**src/rtl/sweep_controller.sv**
```systemverilog
// sweep_controller
//
// Frequency-sweep sequencer for the phase-accumulator waveform generators.
// A sweep descriptor is taken over a valid/ready handshake, after which the
// generator step value is walked from cfg_start to cfg_stop, holding every
// value for a programmed number of cycles.
//
// Modes: 0 single-shot, 1 repeat (jump back to start), 2 ping-pong
// (bounce between the endpoints), 3 behaves as 0.
//
// Ports:
//   clk        system clock, rising edge
//   reset_n    asynchronous active-low reset
//   cfg_valid  descriptor valid
//   cfg_ready  controller idle and able to accept a descriptor
//   cfg_start  first step value
//   cfg_stop   final step value (sweep endpoint)
//   cfg_incr   step increment magnitude (0 treated as 1)
//   cfg_dwell  cycles each value is held (0 treated as 1)
//   cfg_mode   sweep mode
//   abort      terminate an active sweep (ignored when idle)
//   step_out   drives the generator step input
//   gen_reset  one-cycle pulse clearing the generator phase accumulator
//   busy       sweep in progress
//   done       one-cycle pulse on single-shot completion
//   seg_tick   one-cycle pulse at each endpoint restart/turnaround (modes 1, 2)

module sweep_controller #(
    parameter int unsigned STEP_W  = 16,
    parameter int unsigned DWELL_W = 16
) (
    input  logic               clk,
    input  logic               reset_n,
    input  logic               cfg_valid,
    output logic               cfg_ready,
    input  logic [STEP_W-1:0]  cfg_start,
    input  logic [STEP_W-1:0]  cfg_stop,
    input  logic [STEP_W-1:0]  cfg_incr,
    input  logic [DWELL_W-1:0] cfg_dwell,
    input  logic [1:0]         cfg_mode,
    input  logic               abort,
    output logic [STEP_W-1:0]  step_out,
    output logic               gen_reset,
    output logic               busy,
    output logic               done,
    output logic               seg_tick
);

    typedef enum logic [0:0] {StIdle, StRun} state_e;

    localparam logic [1:0] ModeRepeat   = 2'd1;
    localparam logic [1:0] ModePingPong = 2'd2;

    state_e              state_q, state_d;
    logic [STEP_W-1:0]   step_q, step_d;
    logic [STEP_W-1:0]   target_q, target_d;
    logic [STEP_W-1:0]   origin_q, origin_d;
    logic [STEP_W-1:0]   incr_q, incr_d;
    logic [DWELL_W-1:0]  dwell_eff_q, dwell_eff_d;
    logic [DWELL_W-1:0]  dwell_cnt_q, dwell_cnt_d;
    logic                dir_up_q, dir_up_d;
    logic [1:0]          mode_q, mode_d;
    logic                gen_reset_q, gen_reset_d;
    logic                done_q, done_d;
    logic                seg_tick_q, seg_tick_d;

    logic                dwell_last;

    // One increment from cur toward tgt, clamped to tgt. The sum/difference
    // is formed one bit wider so a carry or borrow also clamps instead of
    // wrapping around the step range.
    function automatic logic [STEP_W-1:0] advance(
        input logic [STEP_W-1:0] cur,
        input logic [STEP_W-1:0] tgt,
        input logic [STEP_W-1:0] inc,
        input logic              up
    );
        logic [STEP_W:0] sum;
        logic [STEP_W:0] diff;
        logic [STEP_W-1:0] res;
        sum  = {1'b0, cur} + {1'b0, inc};
        diff = {1'b0, cur} - {1'b0, inc};
        if (up) begin
            res = (sum[STEP_W] || (sum[STEP_W-1:0] >= tgt)) ? tgt : sum[STEP_W-1:0];
        end else begin
            res = (diff[STEP_W] || (diff[STEP_W-1:0] <= tgt)) ? tgt : diff[STEP_W-1:0];
        end
        return res;
    endfunction

    // State and datapath registers
    always_ff @(posedge clk or negedge reset_n) begin
        if (!reset_n) begin
            state_q     <= StIdle;
            step_q      <= '0;
            target_q    <= '0;
            origin_q    <= '0;
            incr_q      <= '0;
            dwell_eff_q <= '0;
            dwell_cnt_q <= '0;
            dir_up_q    <= 1'b0;
            mode_q      <= 2'd0;
            gen_reset_q <= 1'b0;
            done_q      <= 1'b0;
            seg_tick_q  <= 1'b0;
        end else begin
            state_q     <= state_d;
            step_q      <= step_d;
            target_q    <= target_d;
            origin_q    <= origin_d;
            incr_q      <= incr_d;
            dwell_eff_q <= dwell_eff_d;
            dwell_cnt_q <= dwell_cnt_d;
            dir_up_q    <= dir_up_d;
            mode_q      <= mode_d;
            gen_reset_q <= gen_reset_d;
            done_q      <= done_d;
            seg_tick_q  <= seg_tick_d;
        end
    end

    assign dwell_last = (dwell_cnt_q == (dwell_eff_q - DWELL_W'(1)));

    // Next-state logic
    always_comb begin
        state_d     = state_q;
        step_d      = step_q;
        target_d    = target_q;
        origin_d    = origin_q;
        incr_d      = incr_q;
        dwell_eff_d = dwell_eff_q;
        dwell_cnt_d = dwell_cnt_q;
        dir_up_d    = dir_up_q;
        mode_d      = mode_q;
        // Pulses are low unless explicitly raised for one cycle
        gen_reset_d = 1'b0;
        done_d      = 1'b0;
        seg_tick_d  = 1'b0;

        unique case (state_q)
            StIdle: begin
                if (cfg_valid) begin
                    state_d     = StRun;
                    step_d      = cfg_start;
                    target_d    = cfg_stop;
                    origin_d    = cfg_start;
                    incr_d      = (cfg_incr == '0) ? STEP_W'(1) : cfg_incr;
                    dwell_eff_d = (cfg_dwell == '0) ? DWELL_W'(1) : cfg_dwell;
                    dwell_cnt_d = '0;
                    dir_up_d    = (cfg_stop >= cfg_start);
                    mode_d      = (cfg_mode == 2'd3) ? 2'd0 : cfg_mode;
                    gen_reset_d = 1'b1;
                end
            end

            StRun: begin
                if (abort) begin
                    state_d     = StIdle;
                    step_d      = '0;
                    dwell_cnt_d = '0;
                end else if (!dwell_last) begin
                    dwell_cnt_d = dwell_cnt_q + DWELL_W'(1);
                end else if (step_q != target_q) begin
                    step_d      = advance(step_q, target_q, incr_q, dir_up_q);
                    dwell_cnt_d = '0;
                end else begin
                    // Endpoint dwell complete
                    dwell_cnt_d = '0;
                    case (mode_q)
                        ModeRepeat: begin
                            step_d      = origin_q;
                            seg_tick_d  = 1'b1;
                            gen_reset_d = 1'b1;
                        end
                        ModePingPong: begin
                            // Turn around and move straight off the endpoint
                            // so its value is not held twice.
                            target_d   = origin_q;
                            origin_d   = target_q;
                            dir_up_d   = !dir_up_q;
                            step_d     = advance(step_q, origin_q, incr_q, !dir_up_q);
                            seg_tick_d = 1'b1;
                        end
                        default: begin
                            state_d = StIdle;
                            done_d  = 1'b1;
                        end
                    endcase
                end
            end

            default: begin
                state_d = StIdle;
            end
        endcase
    end

    // Outputs
    always_comb begin
        cfg_ready = (state_q == StIdle);
        busy      = (state_q == StRun);
        step_out  = step_q;
        gen_reset = gen_reset_q;
        done      = done_q;
        seg_tick  = seg_tick_q;
    end

endmodule
```
**config.mk**
```make
export PLATFORM = sky130hd
export DESIGN_NAME = sweep_controller
export DESIGN_NICKNAME = d
export VERILOG_FILES = /design/src/rtl/sweep_controller.sv
export SDC_FILE = /design/constraint.sdc
export NUM_CORES = 1
export LEC_CHECK = 0
export CAP_MARGIN = 0
export CELL_PAD_IN_SITES_DETAIL_PLACEMENT = 0
export CELL_PAD_IN_SITES_GLOBAL_PLACEMENT = 1
export CORE_MARGIN = 2
export CORE_UTILIZATION = 48
export CTS_CLUSTER_DIAMETER = 200
export DETAILED_ROUTE_END_ITERATION = 6
export PLACE_DENSITY = 0.95
export SETUP_SLACK_MARGIN = 0.5
export SYNTH_ARGS = -nofsm -noshare
export SYNTH_HDL_FRONTEND = slang
export SYNTH_SLANG_ARGS = --single-unit
```
**constraint.sdc**
```tcl
create_clock -name clk -period 7.8 [get_ports clk]
set_input_delay 1.56 -clock clk [delete_from_list [all_inputs] [get_ports clk]]
set_output_delay 1.56 -clock clk [all_outputs]
set_load 0.05 [all_outputs]
```
# After elaboration in Yosys (flattened, before gate mapping)
# Index checks and enable logic that the tools add are counted.
[word_totals] ff_bits=103 inputBits=70 elab_cells=101
[op_classes] eq_ne=12 n_bitwise=1 n_lt_le_gt_ge=5 n_mux=56 n_reduce_logical=11 add_sub_neg=4
[op_table] operator="16-bit two-way mux" n=24
[op_table] operator="16-bit case mux with 2 select lines" n=5
[op_table] operator="16-bit >= comparator" n=3
[op_table] operator="16-bit <= comparator" n=2
[op_table] operator="16-bit zero test" n=2
[op_table] operator="1-bit two-way mux" n=23
[op_table] operator="16-bit by 16-bit adder with 17-bit output" n=1
[op_table] operator="16-bit by 16-bit subtractor with 17-bit output" n=1
[op_table] operator="16-bit by 1-bit adder with 16-bit output, second input constant" n=1
[op_table] operator="16-bit equality test" n=1
[op_table] operator="16-bit != test" n=1
[op_table] operator="16-bit by 1-bit subtractor with 16-bit output, second input constant" n=1
[op_table] operator="2-bit != test, second input constant" n=3
[op_table] operator="1-bit case mux with 2 select lines" n=3
[op_table] operator="5-bit by 2-bit != test with 1-bit output, second input constant" n=1
[op_table] operator="5-bit AND reduction" n=1
[op_table] operator="2-bit equality test, second input constant" n=2
[op_table] operator="1-bit logical OR" n=4
[op_table] operator="2-bit by 1-bit != test with 1-bit output, second input constant" n=2
[op_table] operator="3-bit by 2-bit != test with 1-bit output, second input constant" n=1
[op_table] operator="3-bit AND reduction" n=1
[op_table] operator="2-bit by 1-bit equality test with 1-bit output, second input constant" n=1
[op_table] operator="2-bit two-way mux" n=1
[op_table] operator="2-bit AND reduction" n=1
[op_table] operator="3 further kinds" n=3

# Longest topological paths before layout
# Gate-level depths: netlist of run 1.
[depth] ltp_word=10 depth_mapped=22

# Worst setup path before layout of run 1
# Ideal clock, no wire load.
[synth_path] path_type="reg2reg" from="register step_q[6], in the netlist step_out[6]" to="register step_q[3], in the netlist step_out[3]" path_slack_ns=2.988 path_buffers=2 stages_incl_launch_ff=19 t_arrival_ns=4.676 period_less_slack_ns=4.812 setup_ns=0.136 cell_sequence="dfrtp_1 ha_1 clkbuf_1 a2111o_1 o21ai_0 a21boi_0 o41ai_1 xnor2_1 inv_1 ha_1 nand4_1 or3_1 a211o_1 a31oi_1 and2_1 clkbuf_1 mux2i_1 a2111oi_0 o21ai_0"
[synth_via] elab_chain_cells=10
[synth_rtl] element="start: declaration" line="55" text="logic [STEP_W-1:0] step_q, step_d;"
[synth_rtl] element="start signal: assignment" line="108" text="step_q <= step_d;"
[synth_rtl] element="16-bit by 16-bit adder with 17-bit output or 16-bit by 16-bit subtractor with 17-bit output (tied branches)" line="81, 82"
[synth_rtl] element="16-bit >= comparator or 16-bit <= comparator (tied branches)" line="84, 86"
[synth_rtl] element="1-bit logical OR (on tied branches)" line="84, 86"
[synth_rtl] element="16-bit two-way mux (on tied branches)" line="84, 86"
[synth_rtl] element="16-bit two-way mux" line="83" text="if (up) begin"
[synth_rtl] element="16-bit case mux with 2 select lines" line="169" text="case (mode_q)"
[synth_rtl] element="16-bit two-way mux" line="163" text="end else if (step_q != target_q) begin"
[synth_rtl] element="16-bit two-way mux" line="161" text="end else if (!dwell_last) begin"
[synth_rtl] element="16-bit two-way mux" line="157" text="if (abort) begin"
[synth_rtl] element="16-bit case mux with 2 select lines" line="140" text="unique case (state_q)"
# Parallel ways exist; a longest one is shown, timed or not. The select of a mux whose other input is x is not followed.
# A chain may end at the register's enable or synchronous reset.

# Worst setup path after layout of run 1
[layout_path] from="register step_q[6], in the netlist step_out[6]" to="register step_q[14], in the netlist step_out[14]"
# The elaborated chain is that of the path after synthesis.

==> results of run 1 <==
## power by group through the flow
stage / combinational, mW / sequential, mW / clock [mW]
after global routing: 2.91 / 0.840 / 0.492
final: 2.65 / 0.824 / 0.473
after floorplan: 1.81 / 0.834 / 0
after detailed placement: 2.58 / 0.829 / 0
after global placement: 2.56 / 0.826 / 0
after CTS: 2.60 / 0.820 / 0.477
## metal layers
metal,vias up,share of wire (%),routed length (um)
met1,4376,42,13100
li1,4357,-,-
met3,86,6.5,2010
met5,-,0,0
met4,0,4.0,1230
met2,359,47,14600
## worst max-delay path: cells and delay by family (launching register included)
family | cells | cell delay [ps]
AO/OA/AOI/OAI | 10 | 2760
AND/OR/NAND/NOR | 3 | 1090
adder cells (fa/ha/maj) | 2 | 750
flip-flops | 1 | 460
XOR/XNOR | 1 | 260
buffers and inverters | 1 | 110
## through the flow
stage | cells | cell area, um2 | utilization (%) | setup slack (ps) | total power [mW]
2_1_floorplan | 1174 | 9860 | - | 2990 | 2.65
3_3_place_gp | 1490 | 10900 | 54.2 | 2410 | 3.38
4_1_cts | 1506 | 11200 | 55.6 | 2270 | 3.90
5_1_grt | 1506 | 11200 | 55.6 | 1840 | 4.24
6_report | 1506 | 11200 | 55.6 | 2220 | 3.95
3_5_place_dp | 1490 | 10900 | 54.2 | 2290 | 3.41
## layout by cell type (no fill, tap or decap), types with 13 or more instances in the layout
cell	count
ha_1	116
o21ai_0	105
dfrtp_1	102
inv_1	97
nand2_1	93
clkdlybuf4s50_1	89
nor2_1	84
a21oi_1	82
xnor2_1	51
mux2i_1	47
a211oi_1	22
nand3_1	21
mux2_2	19
nor3_1	17
nand4_1	16
and3_1	16
a21o_1	14
nand2b_1	13
## layout make-up
type,count,area (um2)
fillers,1887,8950
clock inverters,7,70.1
multi-input cells,919,6670
inverters,97,364
well taps,270,338
repair buffers,101,981
flip-flops and latches,103,2580
clock buffers,9,225
## worst paths after layout
kind / end / cells after the start
setup / recovery: step_out[14] / 17
hold / removal: dwell_eff_q[15] / 1
setup reg to reg: step_out[14] / 17
hold reg to reg: dwell_eff_q[15] / 1
max in group asynchronous: busy / 2
min in group asynchronous: target_q[2] / 1
## sequential cells by signal, summed over array words and instances (netlist names)
signal / count
gen_reset: 1
origin_q: 16
dwell_cnt_q: 16
seg_tick: 1
mode_q: 2
busy: 1
target_q: 16
done: 1
dir_up_q: 1
dwell_eff_q: 16
incr_q: 16
step_out: 16
## kinds of logic (layout without fill, tap and decap cells)
kind of cell / after synthesis / count (layout) / synth area share, %
adders and majority gates: 118 / 118 / 15.1
muxes: 67 / 67 / 7.09
AOI/OAI and AO/OA: 340 / 340 / 22.5
and+or+nand+nor: 332 / 332 / 17.2
DFF: 103 / 103 / 26.1
buffers and inverters: 152 / 214 / 6.49
xor gates and xnor gates: 62 / 62 / 5.51
==> run summary, run 1 <==
Hold WS: 540 ps
Final max-slew violation count: 0
Cell taking the most area after synthesis: dfrtp_1
Final period utilization: 71.5%
Setup Skew: 9.68 ps
Crit path time final: 5580 ps
Syn_nets: 1362
First DRT Iteration DRCs: 699
Setup violations, final: 0
Post-CTS Setup Bufs: 0
Die Y-Extent: 147 um
Register area share after synthesis: 26.1%
Sequential power share: 20.9%
Number of distinct library cells after synthesis: 86
CTS clk-pin slew, worst paths: 80 ps
Top cells by count, synth: 116 x ha_1, 105 x o21ai_0, 103 x dfrtp_1
Psw: 2.06 mW
DRC: 0
Final net count: 1419
Cell-internal power: 1.88 mW
R2R setup slack: 2220 ps
Crit path cell chain: ha_1, a2111o_1, o21ai_0, a21boi_0, o41ai_1, xnor2_1, inv_1, ha_1, nand4_1, or3_1, a211o_1, a31oi_1, nand2_1, o2bb2a_1, a211o_1, a31oi_1, a21oi_2
Clock Power Share: 12.0%
H-tree levels: 3
TritonRoute pass-1 iters: 5
CP Max Fanout: 15
Most frequent cell after synthesis: ha_1
Syn_area_per_cell: 8.40 um2
Sw Ratio: 52.3%
Max_cap viols: 0
Post_cts resized: 0
Status: completed
Cts hold-fix bufs: 0
Root buffer cell: clkbuf_16
IO Pins: 91
Port bufs: 90
Top_reg_cell synth: dfrtp_1
Longest Clk Path Bufs: 2
CTS Buf Count: 9
Number of global-route vias before repair: 8893
Post-synthesis register bit count: 103
Global Route met3 Usage: 5.37%
Drt via density: 6.09
Arrival time at the worst endpoint: 5810 ps
Setup tns final: 0 ps
Worst setup startpoint: step_out[6]
Gate power share: 67.2%
Slowest cell delay on critical path: 550 ps
Slowest stage cell, crit path: o2bb2a_1
Pin count of the biggest net entering global routing: 67
Initial antenna violation count: 0
Routed WL: 31.0 mm
RSZ-0062 raised after global routing: false
Busiest grt layer: met2
Relative slew slack: 33.3%
Ys Warns: 0
GR Util met2: 47.9%
Die area: 21700 um2
# diodes: 0
Share of the synthesized area in the top cell type: 26.1%
Hold Crit Start: dwell_eff_q[15]
Crit start category: flop
Crit. End Element: flop
Synth Cell Area: 9860 um2
CTS tree: built
Detailed placement HPWL: 24.0 mm
Worst IR Drop VDD: 159 uV
Global routing usage on met1: 36.7%
Synth area leaders: dfrtp_1 26%, ha_1 15%, o21ai_0 5.3%
WP data required: 8040 ps
Die W: 147 um
Area delta synth->final: 13.8%
Post-DRT Antenna Nets: 0
First-pass GRT wire length: 48.8 mm
RR Startpoint: step_out[6]
Share of cells above drive strength 1: 7.04%
GRT Overall Usage: 28.7%
Latest clock arrival within the worst-skew pair: 370 ps
FP Rows: 52
Initial Utilization: 48.9%
Hold Crit Class: reg -> reg
Drt wl/cell: 20.6 um
F_max: 179 MHz
CP Class: reg -> reg
Clock tree sinks: 103
Slew at the pin closest to its max-slew limit: 994 ps
Total number of vias: 9178
FFs w/ async S/R, synth: 100%
Leak: 5.02 nW
P per Cell Area: 352 nW/um2
Core footprint: 20200 um2
GP Congestion: 0.985
EDFF count, synth: 0
Cell count after synthesis: 1174
Final Hold Viols: 0
Gr ovfl total: 0
Note: power is estimated with default switching activity, not from simulation.
==> run 2, diff against run 1 <==
- CORE_UTILIZATION: 48 -> 41
- PLACE_DENSITY: 0.95 -> 0.89
- clock period: 7.8 -> 4.6 ns (I/O delays scaled with it)
==> run 2 against run 1 <==
Net effect: the run now ends with setup timing left; sequential power grew 67%; core utilization shrank 0.26 points; clock skew grew 5.5 ps; flip-flop and latch count is the same; non-clock buffer count grew 145; clock power grew 84%; worst setup slack lost 2200 ps; critical path depth grew 2; die area grew 17%; sequential share of layout area shrank 3.1 points; cell area grew 16%; critical path type unchanged; highest routed layer is now met5.
==> run summary, run 2 (synthesis results as in run 1) <==
Status: finished with violations
Failing checks: setup timing
GRT Overall Usage: 26.9%
Arrival time at the worst endpoint: 4890 ps
Initial Utilization: 41.9%
CP Max Fanout: 7
DRC: 0
Setup violations, final: 1
Worst IR Drop VDD: 322 uV
CTS clk-pin slew, worst paths: 90 ps
Detailed placement HPWL: 26.5 mm
# diodes: 0
Final Hold Viols: 0
Crit. End Element: flop
P per Cell Area: 662 nW/um2
Commonest cells after routing, fill and taps aside: 141 x buf_4, 101 x ha_1, 96 x inv_1, 93 x dfrtp_1
Relative slew slack: 34.0%
Longest Clk Path Bufs: 2
Initial antenna violation count: 1
Total number of vias: 9875
Area delta synth->final: 32.3%
Psw: 4.16 mW
Area after DPL: 11900 um2
Sw Ratio: 48.2%
Hold WS: 550 ps
Number of global-route vias before repair: 9787
GP Congestion: 0.982
Commonest non-fill, non-tap cell in the layout: buf_4
Setup tns final: -9.37 ps
Slew at the pin closest to its max-slew limit: 986 ps
Setup Skew: 15.2 ps
TritonRoute pass-1 iters: 6
Root buffer cell: clkbuf_16
Gr ovfl total: 0
Die Y-Extent: 159 um
Die area: 25300 um2
Gate power share: 74.0%
Post-route cell area: 13000 um2
WP data required: 4880 ps
Final Core Density: 55.4%
Crit start category: flop
CTS Buf Count: 9
IO Pins: 91
Final WS setup: -9.37 ps
Leak: 5.85 nW
Core footprint: 23500 um2
RSZ-0062 raised after global routing: true
H-tree levels: 3
FP Rows: 56
Slowest cell delay on critical path: 530 ps
First-pass GRT wire length: 54.2 mm
Slowest stage cell, crit path: or4_4
Final period utilization: 100%
Die W: 159 um
Clock Power Share: 10.1%
Clock tree sinks: 103
Max_cap viols: 0
Hold Crit Class: reg -> reg
CTS tree: built
Routed WL: 34.6 mm
Sequential power share: 16.0%
Post-DRT Antenna Nets: 0
Cts hold-fix bufs: 0
Cell-internal power: 4.47 mW
First DRT Iteration DRCs: 841
Latest clock arrival within the worst-skew pair: 380 ps
Drt wl/cell: 20.3 um
Share of cells above drive strength 1: 23.6%
Final max-slew violation count: 0
Crit path time final: 4610 ps
Total power: 8.63 mW
Crit path cell chain: ha_4, or4_4, nand3b_1, a211oi_4, xnor2_2, inv_1, buf_6, ha_4, nand2_4, nor2_4, or4b_4, a21oi_4, nor4b_4, buf_6, mux2i_1, a221o_1, a21oi_2, o21ai_2, buf_4
Drt via density: 5.81
Final net count: 1564
F_max: 217 MHz
Port bufs: 90
Pin count of the biggest net entering global routing: 67
CP Class: reg -> reg
## run 2: cell count changes in the layout (fill, tap and decap cells not counted), sizes merged
cell | previous run | this run
buf | 12 | 157
clkinv | 3 | 2
inv | 101 | 102
## run 2: worst paths after layout
kind,from,end,slack (ps),cells after the start
setup / recovery,step_out[4],step_out[8],-9,19
hold / removal,dwell_cnt_q[3],dwell_cnt_q[3],550,1
setup reg to reg,step_out[4],step_out[8],-9,19
hold reg to reg,dwell_cnt_q[3],dwell_cnt_q[3],550,1
max in group asynchronous,reset_n,busy,3390,2
min in group asynchronous,reset_n,origin_q[3],690,2
## run 2: area by class of cell
type,count,area (um2)
sequential,103,2590
multi-input combinational,919,7220
inverter,97,367
timing repair buffer,246,2140
clock inverter,7,98.8
fill,2156,10500
clock buffer,9,225
tap,319,399
## run 2: per-layer routing
layer  vias to the layer above  GRT usage (%)  wire [um]
met2                       416           43.7      15900
met1                      4692           34.1      14400
met3                       114           4.35       2180
met5                         -              0         10
met4                         2           15.2       1990
li1                       4651              -          -
## run 2: power by group through the flow
| stage | combinational, mW | clock, mW | sequential (mW) |
|---|---|---|---|
| floorplan | 3.22 | 0 | 1.42 |
| global placement | 5.30 | 0 | 1.38 |
| detailed placement | 5.36 | 0 | 1.38 |
| CTS | 5.83 | 0.878 | 1.37 |
| global route | 6.88 | 0.907 | 1.40 |
| finish | 6.39 | 0.869 | 1.38 |
## run 2: stage by stage
stage	worst slack, ps	cells
2_1_floorplan	95.8	1174
3_3_place_gp	-312	1647
3_5_place_dp	-348	1647
4_1_cts	56.5	1685
5_1_grt	-163	1700
6_report	-9.37	1700
## run 2: worst max-delay path: cells and delay by family, from the launching register on
family                   cells  cell delay (ps)
adder cells (fa/ha/maj)      2              460
flip-flops                   1              490
AND/OR/NAND/NOR              6             1590
AO/OA/AOI/OAI                5             1150
buffers and inverters        4              530
XOR/XNOR                     1              180
multiplexers                 1              110
## run 2: timing repair
item	4_1_cts	5_1_grt
buffers inserted	22	15
gates resized for setup	69	51
hold endpoints to repair	0	0
setup endpoints to repair	16	17
pin swaps	49	34
==> run 3, diff against run 2 <==
- CORE_UTILIZATION: 41 -> 35
- PLACE_DENSITY: 0.89 -> 0.79
==> run 3 against run 2 <==
Net effect: the flow now finishes without violations; fmax rose by 2.4%; flip-flop and latch count stayed put; critical endpoint is now step_out[7]; cell count is 2.4% higher.
==> run summary, run 3 (synthesis results as in run 1) <==
Status: completed
Slowest cell delay on critical path: 530 ps
# diodes: 0
Die W: 172 um
Number of global-route vias before repair: 9573
Fillers: 2712
Crit path time final: 4500 ps
Share of cells above drive strength 1: 23.7%
Drt via density: 5.64
Relative slew slack: 31.1%
IO Pins: 91
Drt wl/cell: 20.2 um
GRT Overall Usage: 23.7%
Area delta synth->final: 33.3%
Hold WS: 534 ps
Max_cap viols: 0
Worst Path Buf+Inv: 1
Pre-CTS setup slack: -55.7 ps
Worst IR Drop VDD: 320 uV
Total number of vias: 9807
Cts hold-fix bufs: 0
P per Cell Area: 665 nW/um2
Detailed placement HPWL: 27.0 mm
CTS tree: built
Routed WL: 35.2 mm
GP Congestion: 0.965
Initial Utilization: 35.5%
Pin count of the biggest net entering global routing: 57
Port bufs: 90
Arrival time at the worst endpoint: 4720 ps
FP Rows: 61
Slew at the pin closest to its max-slew limit: 1030 ps
CTS Buf Count: 9
Clock tree sinks: 103
Slowest stage cell, crit path: or4_4
CP top delay family: simple AND/OR/NAND/NOR gates
Gr ovfl total: 0
Commonest non-fill, non-tap cell in the layout: buf_4
Leak: 5.82 nW
Final net count: 1545
Total power: 8.74 mW
Die Y-Extent: 172 um
RSZ-0062 raised after global routing: true
First-pass GRT wire length: 53.5 mm
Crit. End Element: flop
Die area: 29500 um2
Hold Crit Class: reg -> reg
H-tree levels: 3
WP data required: 4820 ps
Core footprint: 27800 um2
TritonRoute pass-1 iters: 5
Initial antenna violation count: 0
Final period utilization: 97.9%
CP Max Fanout: 5
CTS clk-pin slew, worst paths: 80 ps
F_max: 222 MHz
Setup Skew: 12.2 ps
First DRT Iteration DRCs: 777
CP Class: reg -> reg
Final WS setup: 98.3 ps
Commonest cells after routing, fill and taps aside: 119 x buf_4, 99 x ha_1, 93 x dfrtp_1, 90 x inv_1, 89 x clkdlybuf4s50_1
Post-DRT Antenna Nets: 0
Latest clock arrival within the worst-skew pair: 370 ps
Crit start category: flop
Setup violations, final: 0
DRC: 0
Crit path cell chain: ha_4, or4_4, nand3b_1, a211oi_4, buf_4, o31ai_4, xnor2_2, ha_1, nand2_2, nor2_2, a211oi_2, o21ai_1, or4_4, mux2_4, a221o_1, o22ai_1, o21ai_1
Longest Clk Path Bufs: 2
Final Hold Viols: 0
Root buffer cell: clkbuf_16
Final max-slew violation count: 0
run 3: cell count changes in the layout (fill, tap and decap cells not counted), sizes merged:
cell	previous run	this run
buf	157	136
clkbuf	9	10
clkdlybuf4s15	0	1
run 3: timing repair:
item | in CTS | in global routing
endpoints found under the hold margin | 0 | 0
endpoints found under the setup margin | 16 | 16
setup buffers | 31 | 9
pin swaps | 72 | 25
cloned | 2 | 1
resized for setup | 100 | 51
run 3: area by class of cell:
cell class	instances	area [um2]	area share, %
clock buffers	9	225	1.71
multi-input cells	919	7340	55.9
clock inverters	7	81.3	0.619
well taps	378	473	3.60
inverters	97	364	2.77
repair buffers	227	2060	15.7
flip-flops and latches	103	2590	19.7
run 3: final timing paths:
path | to | cells past startpoint | start | slack, ps
max reg2reg | step_out[7] | 17 | step_out[5] | 100
max | step_out[7] | 17 | step_out[5] | 100
max in group asynchronous | step_out[2] | 2 | reset_n | 3140
min in group asynchronous | dwell_eff_q[6] | 1 | reset_n | 540
min reg2reg | dwell_eff_q[15] | 1 | dwell_eff_q[15] | 530
min | dwell_eff_q[15] | 1 | dwell_eff_q[15] | 530
run 3: through the flow:
step / setup TNS, ps / std cells / utilization [%] / area, um2
after floorplan: 0 / 1174 / - / 10000
after global placement: -53.1 / 1681 / 42.6 / 11800
after detailed placement: -200 / 1681 / 42.6 / 11800
after CTS: 0 / 1730 / 46.1 / 12800
after global routing: 0 / 1740 / 47.3 / 13100
final: 0 / 1740 / 47.3 / 13100
run 3: worst register-to-register path, delay by kind of cell, from the launching register on:
| family | cells | cell delay [ps] |
|---|---|---|
| AO/OA/AOI/OAI | 7 | 1220 |
| XOR/XNOR | 1 | 160 |
| adder cells (fa/ha/maj) | 2 | 510 |
| buffers and inverters | 1 | 180 |
| flip-flops | 1 | 490 |
| multiplexers | 1 | 330 |
| AND/OR/NAND/NOR | 5 | 1480 |
run 3: per-layer routing:
| layer | global-route usage [%] | wire length (um) | vias up |
|---|---|---|---|
| met4 | 9.79 | 1640 | 0 |
| met5 | 0 | 0 | - |
| li1 | - | - | 4618 |
| met2 | 42.0 | 17300 | 361 |
| met3 | 3.22 | 2020 | 103 |
| met1 | 28.7 | 14200 | 4725 |
run 3: report_power, final:
part	internal, mW	total (mW)	switching [mW]
Clock	0.394	0.839	0.445
Combinational	3.02	6.52	3.50
Sequential	1.10	1.38	0.285
